==> config.mk <==
export PLATFORM = sky130hd
export DESIGN_NAME = cxl_ar_arbiter
export DESIGN_NICKNAME = d
export VERILOG_FILES = /design/src/rtl/cxl_ar_arbiter.sv
export SDC_FILE = /design/constraint.sdc
export NUM_CORES = 1
export LEC_CHECK = 0
export CORE_ASPECT_RATIO = 1.25
export CORE_UTILIZATION = 37
export CTS_CLUSTER_DIAMETER = 100
export DETAILED_ROUTE_END_ITERATION = 12
export PLACE_DENSITY = 0.7
export RECOVER_POWER = 50
export SLEW_MARGIN = 40
export SYNTH_ARGS = -nofsm -noshare
export SYNTH_HDL_FRONTEND = slang
export SYNTH_SLANG_ARGS = --single-unit
==> constraint.sdc <==
create_clock -name clk -period 2.5 [get_ports clk]
set_input_delay 0.375 -clock clk [delete_from_list [all_inputs] [get_ports clk]]
set_output_delay 0.375 -clock clk [all_outputs]
set_load 0.01 [all_outputs]
==> src/rtl/cxl_ar_arbiter.sv <==
// cxl_ar_arbiter
//   Shares the CXL-controller AR channel between the cache fill path (req0)
//   and the prefetch engine (req1).
//   - Fixed priority to req0. req1 is forced after STARVE_LIMIT consecutive
//     req0 grants while it was waiting.
//   - Each issued read is logged into the RMiss FIFO at its AR handshake.
//   - In-flight reads are limited by a credit counter. A credit is returned
//     on every R last beat.
//
// Ports
//   clk, rst_n              clock, synchronous active-low reset
//   req0_valid_i/ready_o    fill request handshake (ready is a combinational grant pulse)
//   req0_data_i             {tid, addr} of the fill request
//   req1_valid_i/ready_o    prefetch request handshake
//   req1_data_i             {tid, addr} of the prefetch request
//   arid_o, araddr_o        AR payload toward the CXL controller; arid = {ID[ID_WIDTH-1:1], src}
//   arvalid_o, arready_i    AR handshake
//   rvalid_i/rready_i/rlast_i  R channel, monitored only to return credits
//   rmfifo_afull_i          RMiss FIFO almost full; blocks new grants
//   rmfifo_wren_o/data_o    RMiss FIFO write of the issued {tid, addr}
//
// Optional build macro
//   CXL_AR_PERF_EN adds perf_fill_cnt_o, perf_pf_cnt_o and perf_stall_cnt_o.
//   These are free-running 32-bit event counters.

`ifndef AXI_ADDR_WIDTH
`define AXI_ADDR_WIDTH 32
`endif
`ifndef AXI_ID_WIDTH
`define AXI_ID_WIDTH 4
`endif
`ifndef AXI_ID
`define AXI_ID 0
`endif
`ifndef TID_WIDTH
`define TID_WIDTH 8
`endif

module cxl_ar_arbiter #(
  parameter int                  ADDR_WIDTH      = `AXI_ADDR_WIDTH,
  parameter int                  ID_WIDTH        = `AXI_ID_WIDTH,
  parameter logic [ID_WIDTH-1:0] ID              = ID_WIDTH'(`AXI_ID),
  parameter int                  TID_WIDTH       = `TID_WIDTH,
  parameter int                  MAX_OUTSTANDING = 8,
  parameter int                  STARVE_LIMIT    = 4
) (
  input  logic                            clk,
  input  logic                            rst_n,
  input  logic                            req0_valid_i,
  output logic                            req0_ready_o,
  input  logic [TID_WIDTH+ADDR_WIDTH-1:0] req0_data_i,
  input  logic                            req1_valid_i,
  output logic                            req1_ready_o,
  input  logic [TID_WIDTH+ADDR_WIDTH-1:0] req1_data_i,
  output logic [ID_WIDTH-1:0]             arid_o,
  output logic [ADDR_WIDTH-1:0]           araddr_o,
  output logic                            arvalid_o,
  input  logic                            arready_i,
  input  logic                            rvalid_i,
  input  logic                            rready_i,
  input  logic                            rlast_i,
  input  logic                            rmfifo_afull_i,
  output logic                            rmfifo_wren_o,
  output logic [TID_WIDTH+ADDR_WIDTH-1:0] rmfifo_data_o
`ifdef CXL_AR_PERF_EN
  ,
  output logic [31:0]                     perf_fill_cnt_o,
  output logic [31:0]                     perf_pf_cnt_o,
  output logic [31:0]                     perf_stall_cnt_o
`endif
);

  localparam int DW = TID_WIDTH + ADDR_WIDTH;
  localparam int CW = $clog2(MAX_OUTSTANDING + 1);
  localparam int SW = (STARVE_LIMIT < 1) ? 1 : $clog2(STARVE_LIMIT + 1);
  localparam logic [CW-1:0] MAX_CNT    = CW'(MAX_OUTSTANDING);
  localparam logic [SW-1:0] STARVE_MAX = SW'(STARVE_LIMIT);

  typedef enum logic {S_IDLE, S_ISSUE} state_t;

  state_t                state_q;
  logic [CW-1:0]         outst_q, outst_d;
  logic [SW-1:0]         starve_q, starve_d;
  logic [DW-1:0]         data_q;
  logic                  arvalid_q;
  logic [ADDR_WIDTH-1:0] araddr_q;
  logic [ID_WIDTH-1:0]   arid_q;
  logic                  wren_q;
  logic [DW-1:0]         rmdata_q;

  logic          credit_ok;
  logic          any_req;
  logic          grant;
  logic          win1;
  logic [DW-1:0] win_data;
  logic          ar_hs;
  logic          r_last;

  assign credit_ok = (outst_q < MAX_CNT);
  assign any_req   = req0_valid_i | req1_valid_i;
  // Gated by rst_n so that no ready pulse leaks out while reset is held.
  assign grant     = rst_n && (state_q == S_IDLE) && credit_ok && !rmfifo_afull_i && any_req;
  assign win1      = req1_valid_i && (!req0_valid_i || (starve_q >= STARVE_MAX));
  assign win_data  = win1 ? req1_data_i : req0_data_i;

  assign req0_ready_o = grant & ~win1;
  assign req1_ready_o = grant & win1;

  // arvalid_q is only ever high in S_ISSUE.
  assign ar_hs  = arvalid_q & arready_i;
  assign r_last = rvalid_i & rready_i & rlast_i;

  // A credit taken and a credit returned in the same cycle cancel out.
  // Grants stop at MAX_CNT, so the increment can never overflow.
  always_comb begin
    outst_d = outst_q;
    if (ar_hs && !r_last) begin
      outst_d = outst_q + CW'(1);
    end else if (!ar_hs && r_last && (outst_q != '0)) begin
      outst_d = outst_q - CW'(1);
    end
  end

  // The starve counter counts req0 wins over a waiting req1. It restarts
  // whenever req1 is served or stops asking.
  always_comb begin
    starve_d = starve_q;
    if (!req1_valid_i || (grant && win1)) begin
      starve_d = '0;
    end else if (grant && (starve_q < STARVE_MAX)) begin
      starve_d = starve_q + SW'(1);
    end
  end

  always_ff @(posedge clk) begin
    if (!rst_n) begin
      state_q   <= S_IDLE;
      outst_q   <= '0;
      starve_q  <= '0;
      data_q    <= '0;
      arvalid_q <= 1'b0;
      araddr_q  <= '0;
      arid_q    <= '0;
      wren_q    <= 1'b0;
      rmdata_q  <= '0;
    end else begin
      outst_q  <= outst_d;
      starve_q <= starve_d;
      wren_q   <= 1'b0;
      case (state_q)
        S_IDLE: begin
          if (grant) begin
            data_q    <= win_data;
            arvalid_q <= 1'b1;
            araddr_q  <= win_data[ADDR_WIDTH-1:0];
            arid_q    <= {ID[ID_WIDTH-1:1], win1};
            state_q   <= S_ISSUE;
          end
        end
        S_ISSUE: begin
          // The AR payload stays frozen until the handshake.
          // The RMiss FIFO afull check was done at grant time. Its margin
          // covers this one write.
          if (arready_i) begin
            arvalid_q <= 1'b0;
            wren_q    <= 1'b1;
            rmdata_q  <= data_q;
            state_q   <= S_IDLE;
          end
        end
        default: state_q <= S_IDLE;
      endcase
    end
  end

  assign arvalid_o     = arvalid_q;
  assign araddr_o      = araddr_q;
  assign arid_o        = arid_q;
  assign rmfifo_wren_o = wren_q;
  assign rmfifo_data_o = rmdata_q;

`ifndef SYNTHESIS
  // A credit return with nothing outstanding points to an upstream protocol bug.
  always_ff @(posedge clk) begin
    if (rst_n && r_last && !ar_hs) begin
      assert (outst_q != '0)
      else $error("cxl_ar_arbiter: R last beat received with no reads outstanding");
    end
  end
`endif

`ifdef CXL_AR_PERF_EN
  logic [31:0] fill_cnt_q;
  logic [31:0] pf_cnt_q;
  logic [31:0] stall_cnt_q;

  always_ff @(posedge clk) begin
    if (!rst_n) begin
      fill_cnt_q  <= '0;
      pf_cnt_q    <= '0;
      stall_cnt_q <= '0;
    end else begin
      // arid_q[0] holds the latched source of the read in flight.
      if (ar_hs && arid_q[0]) begin
        pf_cnt_q <= pf_cnt_q + 32'd1;
      end
      if (ar_hs && !arid_q[0]) begin
        fill_cnt_q <= fill_cnt_q + 32'd1;
      end
      if ((state_q == S_IDLE) && any_req && (!credit_ok || rmfifo_afull_i)) begin
        stall_cnt_q <= stall_cnt_q + 32'd1;
      end
    end
  end

  assign perf_fill_cnt_o  = fill_cnt_q;
  assign perf_pf_cnt_o    = pf_cnt_q;
  assign perf_stall_cnt_o = stall_cnt_q;
`endif

endmodule

==> run_results.csv, run 1 <==
group,metric,value,unit
cts,cts_tree,"yes",
worst_setup_path,crit_required,2.12,ns
floorplanning,dieArea,11800,µm²
floorplanning,rows,43,
synth,synth_edf_count,0,
worst_setup_path,crit_family,"buffers and inverters",
sta,rsz0062_at_grt,"no",
floorplanning,die-width,97.2,µm
placed_design,hpwl,7.43,mm
synth,ys_ff_latch,91,
global_routing,grt_max_degree,52,
route,postRouteAntennaNets,0,
power,total_power,3.43,mW
worst_setup_path,rr_worst_depth,6,
cts,htreeDepth,3,
synth,synthAdderAreaFrac,0.0137,
cts,clockRootBuffer,"clkbuf_16",
worst_setup_path,endpoint,"req0_ready_o",
synth,async_flop_share,0,
synth,synth_xor_area_frac,0.00209,
hold_path,hp-class,"flop to flop",
worst_setup_path,path_depth,6,
route,firstDrtPassIters,4,
sta,fin_setup_tns,0,ns
synth,avgSynthCellArea,9.21,µm²
cts,clk_path_buf_depth,2,
sta,hold_viol,0,
worst_setup_path,worstPathMaxFanout,3,
outcome,status,"finished, final reports clean",
floorplanning,chipHeight,121,µm
cts,cts_buffers,9,
sta,max_clock_freq,414,MHz
worst_setup_path,path_buf_inv,3,
floorplanning,start_util,0.378,
synth,synth_ff_type,"dfxtp_1",
worst_setup_path,r2r_start,"arvalid_o",
final_layout,mostFrequentLayoutCell,"clkdlybuf4s50_1",
cts,clock_sinks,91,
floorplanning,core_area,11100,µm²
cts,ctsHoldBuffers,0,
sta,period_needed,2.41,ns
global_routing,grt_remaining_overflow,0,
job,max_cap_viol_count,0,
placed_design,place_congestion,0.733,
cts,clock_latency,0.33,ns
placed_design,port_buffers,165,
route,wire_per_inst,14.0,µm
worst_setup_path,regToRegSetupSlack,0.67,ns
synth,yosys_warnings,0,
worst_setup_path,crit_type,"input pin to output pin",
sta,slew_violations,0,
synth,synth_top_family_by_area,"compound AO/OA/AOI/OAI gates",
synth,ys_seq_area_frac,0.435,
route,drtIter0Drc,61,
floorplanning,io_pins,169,
worst_setup_path,cp-end-kind,"output pin",
synth,syn-instance-count,455,
worst_setup_path,r2r-end,"outst_q[3]",
synth,synth_mux_area_frac,0.103,
worst_setup_path,cp_slowest_cell,"clkdlybuf4s50_1",
synth,syn-cell-area,4190,µm²
power,max-vdd-ir-drop,0.310,mV
cts,clkTransAtPathRegs,0.06,ns
power,power.leakage,2.25,nW
synth,synthSimpleGateAreaFrac,0.152,
final_layout,antenna_cells,0,
worst_setup_path,critPathLaunchType,"input pin",
sta,fin_skew,0.00557,ns
final_layout,nets,674,
route,routed_wl,10.1,mm
route,drc,0,
synth,synth.distinct_cells,36,
power,p_per_area,570,nW/µm²
cts,ctsResizeCount,0,
worst_setup_path,cpMostUsedCell,"clkdlybuf4s50_1",
worst_setup_path,cp_cell_sequence,"clkdlybuf4s50_1, nor4b_4, buf_4, o21a_4, and2_1, clkdlybuf4s50_1",
sta,setup_viol_count_final,0,
worst_setup_path,cp.arrival,2.04,ns
global_routing,antenna_found_initial,0,
global_routing,grt_usage,0.171,
worst_setup_path,critPathMaxStageDelay,0.56,ns
final_layout,area_delta_synth_final,43.4,%
global_routing,grt_pass1_vias,3436,
route,num_vias,3540,
final_layout,drive_above_1_share,0.120,
route,routed_via_density,4.92,
synth,synth-compound-area-share,0.188,
cts,cts_setup_buffers,0,
sta,finalCritPeriodShare,0.965,
global_routing,grt_pass1_wl,16.1,mm
final_layout,final_cell_mix,"clkdlybuf4s50_1 (165), nand2_1 (94), dfxtp_1 (91)",
worst_setup_path,critPathLaunch,"rst_n",
cell type report:
class / instances / area (µm²)
Inverter: 2 / 8.76
Multi-Input combinational cell: 297 / 1960
Fill cell: 1033 / 5070
Clock buffer: 12 / 236
Clock inverter: 2 / 15.0
Sequential cell: 91 / 1820
Tap cell: 135 / 169
Timing Repair Buffer: 180 / 1800
metrics by stage:
step	instance area (µm²)	cells	hold slack, ns	util	setup WS, ns
floorplan	4200	457	0.432	-	0.749
global placement	5750	705	0.435	0.519	0.0858
detailed placement	5750	705	0.447	0.519	0.0633
CTS	6000	719	0.455	0.541	0.0602
global route	6010	719	0.468	0.542	0.0188
finish	6010	719	0.453	0.542	0.0865
kinds of logic (layout without fill, tap and decap cells):
group	after synthesis	after routing
AO/OA/AOI/OAI	92	92
XOR/XNOR	1	1
adder cells (fa/ha/maj)	4	4
buffers and inverters	69	196
flip-flops	91	91
multiplexers	43	43
other	1	3
AND/OR/NAND/NOR	154	154
cells in the mapped netlist (2+ instances only):
cell type | n | area (µm²)
a211oi_1 | 2 | 15.0
a211oi_2 | 38 | 475
a21oi_1 | 44 | 220
and2_1 | 3 | 18.8
buf_1 | 2 | 7.51
buf_2 | 4 | 20.0
buf_4 | 40 | 300
buf_6 | 4 | 45.0
clkbuf_1 | 17 | 63.8
dfxtp_1 | 91 | 1820
ha_1 | 3 | 37.5
inv_1 | 2 | 7.51
mux2i_1 | 43 | 430
nand2_1 | 94 | 353
nand3_1 | 4 | 20.0
nor2_1 | 43 | 161
o21a_1 | 2 | 15.0
metal layers:
layer | track usage | part of all wire | up-vias | routed length (µm)
met4 | 0.0802 | 0.026 | 0 | 267
met3 | 0.0374 | 0.049 | 18 | 498
li1 | - | - | 1760 | -
met1 | 0.182 | 0.40 | 1656 | 4050
met5 | 0 | 0 | - | 0
met2 | 0.321 | 0.52 | 106 | 5270
how the worst min path moves through the flow:
stage | from | endpoint | slack, ns | cells after the start
after floorplan | data_q[32] | rmfifo_data_o[32] | 0.43 | 2
after global placement | data_q[36] | rmfifo_data_o[36] | 0.44 | 2
after detailed placement | rmfifo_data_o[12] | rmfifo_data_o[12] | 0.45 | 2
after CTS | rmfifo_data_o[12] | rmfifo_data_o[12] | 0.46 | 2
after global routing | rmfifo_data_o[12] | rmfifo_data_o[12] | 0.47 | 2
final | rmfifo_data_o[39] | rmfifo_data_o[39] | 0.45 | 2
sequential cells by signal, indices dropped and copies added, names as in the netlist:
register,flops
state_q,1
rmfifo_wren_o,1
outst_q,4
arid_o,1
data_q,40
rmfifo_data_o,40
arvalid_o,1
starve_q,3
tightest hold or removal path, stage by stage, from the launching register on:
cell and delay [ns]:
dfxtp_1 0.31, nand2_1 0.05, a21oi_1 0.05
report_power, final:
group / switching, mW / internal (mW)
clock network: 0.516 / 0.663
logic: 0.299 / 0.363
registers: 0.0576 / 1.53
total: 0.874 / 2.55
Note: power is estimated with default switching activity, not from simulation.
==> run 2: changes to the inputs <==
--- a/config.mk
+++ b/config.mk
@@ -9,6 +9,7 @@
 export CORE_UTILIZATION = 37
 export CTS_CLUSTER_DIAMETER = 100
 export DETAILED_ROUTE_END_ITERATION = 12
+export GPL_TIMING_DRIVEN = 0
 export PLACE_DENSITY = 0.7
 export RECOVER_POWER = 50
 export SLEW_MARGIN = 40
==> run 2 against run 1 <==
Global-route usage up 1.6 points. Clock-buffer cell count up 1. Maximum frequency down 0.56%. Flip-flop and latch count unchanged. Cell count up 7.5%. Non-clock buffer count up 53. Critical endpoint is now req1_ready_o. Sequential share of layout area down 1.6 points. Die area unchanged.
==> run_results.csv, run 2 (synthesized netlist as in run 1, its figures left out) <==
group,metric,value,unit
power,max-vdd-ir-drop,0.352,mV
cts,ctsHoldBuffers,0,
sta,worstMarginPinSlew,0.743,ns
cts,clock_latency,0.33,ns
sta,slew_violations,0,
route,routed_via_density,4.76,
final_layout,final_cell_mix,"clkdlybuf4s50_1 (163), nand2_1 (94), dfxtp_1 (91)",
placed_design,hpwl,8.42,mm
power,p_per_area,565,nW/µm²
route,drtIter0Drc,56,
sta,max_clock_freq,412,MHz
floorplanning,chipHeight,121,µm
power,total_power,3.58,mW
sta,finalCritPeriodShare,0.971,
sta,rsz0062_at_grt,"yes",
placed_design,port_buffers,165,
sta,slew_headroom,0.505,
final_layout,final_area,6330,µm²
route,num_vias,3682,
final_layout,mostFrequentLayoutCell,"clkdlybuf4s50_1",
worst_setup_path,crit_required,2.12,ns
global_routing,grt_usage,0.187,
final_layout,area_delta_synth_final,51.1,%
floorplanning,io_pins,169,
worst_setup_path,crit_type,"input pin to output pin",
cts,cts_buffers,9,
worst_setup_path,cp_slowest_cell,"clkdlybuf4s50_1",
power,power.leakage,2.47,nW
cts,clkTransAtPathRegs,0.06,ns
worst_setup_path,critPathMaxStageDelay,0.56,ns
cts,clockRootBuffer,"clkbuf_16",
sta,fin_setup_tns,0,ns
route,firstDrtPassIters,4,
global_routing,grt_remaining_overflow,0,
worst_setup_path,cp.arrival,2.05,ns
sta,hold-worst-slack,0.452,ns
final_layout,nets,727,
final_layout,drive_above_1_share,0.168,
hold_path,hp-class,"flop to flop",
global_routing,grt_pass1_vias,3527,
route,drc,0,
cts,htreeDepth,3,
floorplanning,rows,43,
sta,fin_skew,0.00481,ns
final_layout,num-fill-cells,1031,
sta,setup_viol_count_final,0,
route,routed_wl,10.9,mm
route,wire_per_inst,14.1,µm
floorplanning,dieArea,11800,µm²
sta,hold_viol,0,
worst_setup_path,cp-end-kind,"output pin",
placed_design,postPlaceCellArea,6020,µm²
placed_design,pre_cts_ws,-0.343,ns
floorplanning,core_area,11100,µm²
global_routing,antenna_found_initial,0,
placed_design,place_congestion,0.713,
sta,setup_ws,0.0729,ns
global_routing,grt_pass1_wl,17.6,mm
floorplanning,start_util,0.378,
worst_setup_path,cp_cell_sequence,"clkdlybuf4s50_1, nor4b_4, o21ai_2, nor2_2, clkdlybuf4s50_1",
cts,cts_tree,"yes",
final_layout,fin_util,0.571,
worst_setup_path,worstPathMaxFanout,6,
sta,period_needed,2.43,ns
placed_design,dp_cells,757,
cts,clock_sinks,91,
global_routing,grt_max_degree,14,
final_layout,antenna_cells,0,
floorplanning,die-width,97.2,µm
job,max_cap_viol_count,0,
final_layout,regArea,1820,µm²
worst_setup_path,cpMostUsedCell,"clkdlybuf4s50_1",
cts,clk_path_buf_depth,2,
outcome,status,"finished, final reports clean",
final_layout,fin_cells,773,
final_layout,multi_input_area,1950,µm²
route,postRouteAntennaNets,0,
worst_setup_path,critPathLaunchType,"input pin",
## run 2: worst max-delay path, delay by kind of cell
family | cells | cell delay, ns
AOI/OAI and AO/OA | 1 | 0.17
and+or+nand+nor | 2 | 0.50
buffers and inverters | 2 | 1.01
## run 2: final cells by class
cell class / instances / area share
multi-input cells: 297 / 0.309
flip-flops and latches: 91 / 0.288
repair buffers: 167 / 0.263
plain buffers: 66 / 0.0688
clock buffers: 13 / 0.0427
well taps: 135 / 0.0267
clock inverters: 2 / 0.00158
inverters: 2 / 0.00119
## run 2: final timing paths
kind	slack (ns)	start	cells past startpoint	end
worst max-delay path	0.07	rmfifo_afull_i	5	req1_ready_o
worst min-delay path	0.45	rmfifo_data_o[39]	2	rmfifo_data_o[39]
worst max register to register	0.65	arvalid_o	6	outst_q[3]
worst min register to register	0.45	rmfifo_data_o[39]	2	rmfifo_data_o[39]
## run 2: timing repair
action / in CTS / in global routing
pin swaps: 1 / 2
setup buffers: 0 / 2
endpoints found under the setup margin: 2 / 2
gates resized for setup: 10 / 0
hold endpoints to repair: 0 / 0
## run 2: metal layers
metal | routed length [µm] | track usage | up-vias
met2 | 5550 | 0.329 | 95
met1 | 4710 | 0.229 | 1711
met3 | 534 | 0.0426 | 10
li1 | - | - | 1866
met4 | 123 | 0.0504 | 0
met5 | 0 | 0 | -
## run 2: where the power goes
| group | total [mW] | switching [mW] | leakage [nW] | internal [mW] |
|---|---|---|---|---|
| combinational | 0.728 | 0.318 | 1.59 | 0.410 |
| sequential | 1.59 | 0.0604 | 0.740 | 1.53 |
| clock | 1.27 | 0.519 | 0.141 | 0.747 |
==> run 3: changes to the inputs <==
--- a/config.mk
+++ b/config.mk
@@ -5,12 +5,15 @@
 export SDC_FILE = /design/constraint.sdc
 export NUM_CORES = 1
 export LEC_CHECK = 0
+export CELL_PAD_IN_SITES_DETAIL_PLACEMENT = 2
+export CELL_PAD_IN_SITES_GLOBAL_PLACEMENT = 2
 export CORE_ASPECT_RATIO = 1.25
 export CORE_UTILIZATION = 37
 export CTS_CLUSTER_DIAMETER = 100
 export DETAILED_ROUTE_END_ITERATION = 12
+export DONT_BUFFER_PORTS = 1
 export GPL_TIMING_DRIVEN = 0
-export PLACE_DENSITY = 0.7
+export PLACE_DENSITY_LB_ADDON = 0.1
 export RECOVER_POWER = 50
 export SLEW_MARGIN = 40
 export SYNTH_ARGS = -nofsm -noshare
==> run 3 against run 2 <==
Routed wire length is 0.94% higher. First-iteration DRC count fell by 30%. Via count fell by 13%. Maximum frequency up 9.0%. Flip-flop and latch count is the same. Core utilization fell by 16 points. Largest cell class is now multi-input gates. Largest power group unchanged. Highest routed layer unchanged.
==> run_results.csv, run 3 (synthesized netlist as in run 1, its figures left out) <==
group,metric,value,unit
power,p_per_area,777,nW/µm²
placed_design,dp_cells,592,
worst_setup_path,rr_worst_depth,6,
power,combPwrFrac,0.127,
hold_path,min-delay-start,"rst_n",
hold_path,hp-class,"input pin to flop",
route,num_vias,3211,
sta,slew_headroom,0.509,
worst_setup_path,r2r_start,"arvalid_o",
floorplanning,die-width,97.2,µm
sta,worstMarginPinSlew,0.736,ns
sta,period_needed,2.23,ns
worst_setup_path,endpoint,"req1_ready_o",
cts,clockRootBuffer,"clkbuf_16",
power,switching_power,0.931,mW
floorplanning,dieArea,11800,µm²
route,drc,0,
final_layout,fin_cells,608,
global_routing,grt_pass1_wl,17.5,mm
worst_setup_path,cp-end-kind,"output pin",
sta,max_clock_freq,449,MHz
placed_design,place_congestion,0.761,
placed_design,port_buffers,0,
cts,cts_setup_buffers,0,
worst_setup_path,r2r-end,"outst_q[3]",
cts,ctsResizeCount,0,
outcome,status,"finished, final reports clean",
final_layout,antenna_cells,0,
cts,clock_sinks,91,
power,pwr-share-seq,0.447,
sta,rsz0062_at_grt,"no",
placed_design,hpwl,8.09,mm
power,clockPowerShare,0.426,
cts,clkTransAtPathRegs,0.07,ns
route,postRouteAntennaNets,0,
worst_setup_path,crit_type,"flop to output pin",
worst_setup_path,cp.arrival,1.85,ns
sta,finalCritPeriodShare,0.891,
route,firstDrtPassIters,6,
worst_setup_path,cp_cell_sequence,"nor4b_2, o21ai_0, nor2_1",
cts,clk_path_buf_depth,2,
power,switching_share,0.261,
cts,htreeDepth,3,
global_routing,antenna_found_initial,0,
sta,fin_setup_tns,0,ns
route,routed_wl,11.0,mm
worst_setup_path,worstPathMaxFanout,6,
sta,setup_viol_count_final,0,
final_layout,drive_above_1_share,0.156,
power,power.leakage,1.73,nW
global_routing,grt_max_degree,16,
global_routing,grt_usage,0.192,
sta,fin_skew,0.00794,ns
final_layout,mostFrequentLayoutCell,"nand2_1",
cts,cts_tree,"yes",
sta,slew_violations,0,
job,max_cap_viol_count,0,
route,drtIter0Drc,39,
worst_setup_path,crit_required,2.12,ns
cts,cts_buffers,9,
final_layout,final_cell_mix,"nand2_1 (94), dfxtp_1 (91), clkbuf_1 (49)",
worst_setup_path,cp_slowest_cell,"nor4b_2",
power,max-vdd-ir-drop,0.284,mV
route,wire_per_inst,18.1,µm
floorplanning,core_area,11100,µm²
route,routed_via_density,5.28,
global_routing,grt_remaining_overflow,0,
worst_setup_path,critPathLaunchType,"flop",
floorplanning,start_util,0.378,
floorplanning,rows,43,
sta,hold_viol,0,
worst_setup_path,critPathMaxStageDelay,0.43,ns
cts,clock_latency,0.34,ns
final_layout,area_delta_synth_final,9.38,%
cts,ctsHoldBuffers,0,
floorplanning,chipHeight,121,µm
final_layout,nets,561,
global_routing,grt_pass1_vias,3398,
worst_setup_path,critPathLaunch,"outst_q[3]",
worst_setup_path,regToRegSetupSlack,0.55,ns
power,power.internal,2.63,mW
floorplanning,io_pins,169,
run 3: worst min-delay path by stage:
stage               cells after the start                 to
floorplan                               2  rmfifo_data_o[32]
global placement                        2  rmfifo_data_o[38]
detailed placement                      2  rmfifo_data_o[33]
CTS                                     2         outst_q[0]
global route                            2         outst_q[0]
finish                                  2         outst_q[0]
run 3: layout make-up:
type / instances / area (µm²)
inverter: 2 / 7.51
sequential: 91 / 1820
clock buffer: 11 / 253
fill: 1280 / 6500
tap: 135 / 169
clock inverter: 5 / 83.8
buffer: 67 / 317
multi-input combinational: 297 / 1930
run 3: power groups by stage:
stage	sequential, mW	clock [mW]	combinational, mW
final	1.59	1.52	0.452
after CTS	1.59	1.56	0.499
after global placement	1.62	0	0.478
after global routing	1.60	1.62	0.506
after detailed placement	1.62	0	0.494
after floorplan	1.61	0	0.401
run 3: per-layer routing:
metal / global-route usage / vias up / routed length, µm
li1: - / 1534 / -
met1: 0.209 / 1565 / 4250
met2: 0.360 / 99 / 6020
met3: 0.0421 / 13 / 576
met4: 0.0774 / 0 / 184
met5: 0 / - / 0
run 3: worst max-delay path, delay by kind of cell, from the launching register on:
family / cells / cell delay, ns
compound gates: 1 / 0.35
flops: 1 / 0.35
simple gates: 2 / 0.81
run 3: stage by stage:
| stage | total power [mW] | instance area [µm²] | hold slack (ns) | setup slack (ns) | util |
|---|---|---|---|---|---|
| after floorplan | 2.01 | 4200 | 0.432 | 0.749 | - |
| after global placement | 2.10 | 4370 | 0.436 | 0.618 | 0.394 |
| after detailed placement | 2.12 | 4370 | 0.452 | 0.522 | 0.394 |
| after CTS | 3.65 | 4700 | 0.182 | 0.232 | 0.424 |
| after global routing | 3.72 | 4580 | 0.186 | 0.0651 | 0.414 |
| final | 3.56 | 4580 | 0.193 | 0.273 | 0.414 |
